$ cat src/rtl/vedic_multiplier_4bit.sv
// Unsigned 4x4 -> 8-bit Urdhva-Tiryakbhyam multiplier: four 2x2 Vedic cells feeding an adder tree.
// Optional macro VEDIC_PIPE_EN adds a register stage between the 2x2 cells and the adder tree (latency 2).
module vedic_multiplier_4bit (
  input  logic       clk,
  input  logic       rst_n,
  input  logic [3:0] x,
  input  logic [3:0] y,
  input  logic       in_valid,
  output logic [7:0] out,
  output logic       out_valid
);

  function automatic logic [3:0] vedic_2x2(input logic [1:0] a, input logic [1:0] b);
    logic       c;
    logic [3:0] p;
    p[0] = a[0] & b[0];
    p[1] = (a[1] & b[0]) ^ (a[0] & b[1]);
    c    = (a[1] & b[0]) & (a[0] & b[1]);
    p[2] = (a[1] & b[1]) ^ c;
    p[3] = (a[1] & b[1]) & c;
    return p;
  endfunction

  // q0 contributes its low half directly; its high half lines up under q3 at weight 4.
  function automatic logic [7:0] vedic_combine(input logic [3:0] p0, input logic [3:0] p1,
                                               input logic [3:0] p2, input logic [3:0] p3);
    logic [4:0] s1;
    logic [5:0] s2;
    s1 = {1'b0, p1} + {1'b0, p2};
    s2 = {1'b0, s1} + {p3, p0[3:2]};
    return {s2, p0[1:0]};
  endfunction

  logic [3:0] q0, q1, q2, q3;
  logic [7:0] out_d, out_q;
  logic       out_valid_d, out_valid_q;

  assign q0 = vedic_2x2(x[1:0], y[1:0]);
  assign q1 = vedic_2x2(x[3:2], y[1:0]);
  assign q2 = vedic_2x2(x[1:0], y[3:2]);
  assign q3 = vedic_2x2(x[3:2], y[3:2]);

`ifdef VEDIC_PIPE_EN
  logic [3:0] q0_d, q1_d, q2_d, q3_d;
  logic [3:0] q0_q, q1_q, q2_q, q3_q;
  logic       pipe_valid_d, pipe_valid_q;

  always_comb begin
    q0_d         = q0;
    q1_d         = q1;
    q2_d         = q2;
    q3_d         = q3;
    pipe_valid_d = in_valid;
    out_d        = vedic_combine(q0_q, q1_q, q2_q, q3_q);
    out_valid_d  = pipe_valid_q;
  end

  always_ff @(posedge clk or negedge rst_n) begin
    if (!rst_n) begin
      q0_q         <= 4'h0;
      q1_q         <= 4'h0;
      q2_q         <= 4'h0;
      q3_q         <= 4'h0;
      pipe_valid_q <= 1'b0;
    end else begin
      q0_q         <= q0_d;
      q1_q         <= q1_d;
      q2_q         <= q2_d;
      q3_q         <= q3_d;
      pipe_valid_q <= pipe_valid_d;
    end
  end
`else
  always_comb begin
    out_d       = vedic_combine(q0, q1, q2, q3);
    out_valid_d = in_valid;
  end
`endif

  always_ff @(posedge clk or negedge rst_n) begin
    if (!rst_n) begin
      out_q       <= 8'h00;
      out_valid_q <= 1'b0;
    end else begin
      out_q       <= out_d;
      out_valid_q <= out_valid_d;
    end
  end

  assign out       = out_q;
  assign out_valid = out_valid_q;

endmodule

$ cat config.mk
export PLATFORM = sky130hd
export DESIGN_NAME = vedic_multiplier_4bit
export DESIGN_NICKNAME = d
export VERILOG_FILES = /design/src/rtl/vedic_multiplier_4bit.sv
export SDC_FILE = /design/constraint.sdc
export NUM_CORES = 1
export LEC_CHECK = 0
export ABC_AREA = 0
export CAP_MARGIN = 10
export CORE_MARGIN = 2
export CORE_UTILIZATION = 30
export DETAILED_ROUTE_END_ITERATION = 10
export PLACE_DENSITY = 0.57
export SETUP_SLACK_MARGIN = 0.1
export SLEW_MARGIN = 15
export SYNTH_ARGS = -nofsm -noshare
export SYNTH_HDL_FRONTEND = slang
export SYNTH_SLANG_ARGS = --single-unit
$ cat constraint.sdc
create_clock -name clk -period 0.8 [get_ports clk]
set_input_delay 0.24 -clock clk [delete_from_list [all_inputs] [get_ports clk]]
set_output_delay 0.24 -clock clk [all_outputs]
set_load 0.005 [all_outputs]
* Word level (Yosys, flattened, before mapping)
Cells that the tools add are included.
** Word-level totals
- Output and inout bits :: 9
- Input bits :: 11
- Bits in registers :: 9
** Operators by class
- Add/subtract/negate cells :: 2
- Bitwise logic cells :: 32
** Operator list (number)
- $and A1 B1 Y1 :: 24
- $xor A1 B1 Y1 :: 8
- $add A5 B6 Y6 :: 1
- $add A4 B4 Y5 :: 1

* Logic depth before layout (Yosys ltp)
- Depth in word-level cells :: 5
- Mapped depth :: 12
- Gate-level depth less buffers :: 12

* Least setup slack after synthesis
Ideal clock, no wire load.
- Path kind :: input to register
- Start :: in y[0]
- End :: reg out_q[7] (netlist: out[7])
- Arrival time :: 2.252 ns
- Slack :: -1.531 ns
- Data required time :: 0.721 ns
- Cell stages on the path :: 9
- Cells stage by stage :: and2_1 ha_1 ha_1 inv_1 fa_1 fa_1 nand2b_1 a21oi_2 xor2_1
** On the way
- Word-level cells in the longest chain between the ends :: 5
- Elaborated cells on any way between the ends :: 12
- Classes of those cells :: add/sub (2); bitwise (10)
** Ends and longest elaborated chain
- start: declaration :: line 7 : input logic [3:0] y,
- $and A1 B1 Y1 :: line 17, 18
- $and A1 B1 Y1 :: line 18 : c = (a[1] & b[0]) & (a[0] & b[1]);
- $xor A1 B1 Y1 / $and A1 B1 Y1 (equally long branches) :: line 19, 20
- $add A4 B4 Y5 :: line 29 : s1 = {1'b0, p1} + {1'b0, p2};
- $add A5 B6 Y6 (*) :: line 30 : s2 = {1'b0, s1} + {p3, p0[3:2]};
- via out_d[7] :: line 35 : logic [7:0] out_d, out_q;
- end signal: assignment :: line 85 : out_q <= out_d;
- end: declaration :: line 35
Mark *: on every way through the listed nets, which the timed path passes. The rest lies on a longest branch.

* Final worst setup path
Ends and elaborated chain as after synthesis.

==> metrics.md <==
| Metric | Value |
|---|---|
| Status | finished, violations left |
| Failing checks | setup timing |
| Wirelength per Cell | 9.65 um |
| Post-Syn Area per Cell | 10.4 um^2 |
| First-pass GRT wire length | 2.24 mm |
| Vias | 533 |
| Seq/Total Area, Yosys | 32.3% |
| Placed Area | 1100 um^2 |
| Antenna-violating nets left | 0 |
| Synthesized area | 698 um^2 |
| Max-slew violation count | 0 |
| RSZ-0062 raised after global routing | yes |
| Hold Vio Cnt, Final | 0 |
| IO Pins | 20 |
| Antenna cells | 0 |
| Ratio of cells with drive above 1 in the final layout | 63.1% |
| Net count, final | 132 |
| Final Cycle Share | 255% |
| CTS tree | done |
| Leakage | 0.589 nW |
| RePlAce Congestion | 0.717 |
| Final WL | 1.26 mm |
| GRT Util Overall | 11.5% |
| Die extent in y | 52.2 um |
| Slew @ Worst Pin | 0.125 ns |
| Initial antenna violation count | 0 |
| Maxcap violations | 0 |
| Port Buffers | 19 |
| Period minus WS final | 2.04 ns |
| Syn-to-layout area delta | 69.7% |
| Worst EP arrival | 2.21 ns |
| Post-route setup slack | -1.24 ns |
| Storage cell area | 225 um^2 |
| Synthesis Warnings | 0 |
| Multi-input logic area | 566 um^2 |
| Flops & latches, synth | 9 |
| Hold Path Class | primary input to flip-flop |
| Post-Route Setup TNS | -7.17 ns |
| Clk slew on worst S/H paths | 0.06 ns |
| Initial DRC count | 4 |
| Syn_nets | 95 |
| Row count | 17 |
| Initial core utilization | 31.6% |
| Clock Path Buffers | 2 |
| Worst slew margin | 91.6% |
| DR DRC count | 0 |
| H-tree Lvls | 1 |
| Total grt overflow | 0 |
| Yosys cell types | 12 |
| DR pass1 iterations | 3 |
| F_max | 490 MHz |
| Post-synthesis cell count | 67 |
| Vias per cell | 4.07 |
| Crit. End Element | flip-flop |
| Die Span X | 52.2 um |
| Overall power | 1.52 mW |
| CP startpoint | y[0] |
| Core area | 2210 um^2 |
| Total CTS buffers | 3 |
| Worst Setup Path Type | primary input to flip-flop |
| Design area | 1180 um^2 |
| Startpoint types | primary input |
| Post-CTS Hold Buffers | 0 |
| Vias in the first global route | 607 |
| WHS | 0.213 ns |
| Power density cells | 1290 nW/um^2 |
| Largest net degree at the start of global routing | 10 |
| End point of the critical path | out[7] |
| Worst-path fanout max | 3 |
| Root Buffer | clkbuf_4 |
| Worst Path Required | 0.97 ns |
| Filler cell count | 197 |
| Peak VDD IR | 0.662 mV |
| Endpoints failing setup | 15 |
| Placed wire-length estimate | 1.03 mm |
| Die Area | 2730 um^2 |
| Hold Startpoint | x[0] |
| Clock sinks | 9 |
final cells by class:
type | instances | area share, %
repair buffers | 32 | 23.0
clock buffers | 4 | 2.22
inverters | 16 | 5.07
flip-flops and latches | 9 | 19.0
multi-input cells | 42 | 47.7
well taps | 28 | 2.96
synthesized netlist by cell type (all sizes together):
library cell	instances	area, um^2
xnor2	2	17.5
ha	12	150
a21o	1	7.51
fa	5	100
nand2	1	3.75
dfrtp	9	225
and2	15	93.8
nor2	2	7.51
a21oi	2	17.5
xor2	1	8.76
inv	16	60.1
nand2b	1	6.26
through the flow:
step / utilization [%] / std cells / setup WS [ns]
finish: 53.6 / 131 / -1.24
global route: 53.6 / 131 / -1.32
floorplan: - / 67 / -1.43
CTS: 51.7 / 130 / -1.29
detailed placement: 49.8 / 124 / -2.05
global placement: 49.8 / 124 / -1.98
cells in the final DEF, fill, tap and decap left out, drive strengths merged:
master and n:
clkbuf 4, nand2b 1, a21oi 2, inv 16, nand2 1, and2 15
xor2 1, nor2 2, a21o 1, fa 5, dfrtp 9, clkdlybuf4s50 2
xnor2 2, buf 30, ha 12
worst min-delay path by stage:
stage          endpoint  slack [ns]  depth (start not counted)
2_1_floorplan    out[0]       -0.06                          0
3_3_place_gp     out[4]        0.57                          2
3_5_place_dp     out[5]        0.57                          2
4_1_cts          out[0]        0.21                          2
5_1_grt          out[0]        0.20                          2
6_report         out[0]        0.21                          2
metal layers:
layer	track usage (%)	share of wire, %	vias to the layer above
met3	2.00	8.1	2
met2	20.9	52	17
met1	11.8	39	243
met4	7.69	0.79	0
li1	-	-	271
met5	0	0	-
cell families after synthesis:
family / count (synthesis) / synth area share [%]
compound gates: 3 / 3.59
buf+inv: 16 / 8.60
flops: 9 / 32.3
xor+xnor: 3 / 3.76
fa+ha+maj: 17 / 35.8
simple gates: 19 / 16.0
registers in the layout, indices dropped and copies added, names as in the netlist:
| register | count |
|---|---|
| out_valid | 1 |
| out | 8 |
report_power, final:
| part | switching (mW) | internal (mW) |
|---|---|---|
| registers | 0.0156 | 0.534 |
| logic | 0.266 | 0.374 |
| clock network | 0.143 | 0.191 |
critical path, cell delays in order:
cell and delay [ns]:
buf_6 0.10, and2_4 0.15, ha_4 0.16, ha_4 0.15
inv_2 0.05, fa_1 0.39, inv_2 0.08, ha_4 0.13
inv_2 0.03, fa_2 0.33, nand2b_4 0.15, a21oi_2 0.12
xor2_1 0.15
timing repair:
action / in CTS / in global routing
hold endpoints to repair: 0 / 0
endpoints found under the setup margin: 17 / 15
buffers inserted: 2 / 1
gates resized for setup: 83 / 8
pin swaps: 14 / 12
No activity file was read; power rests on OpenSTA's default activity.
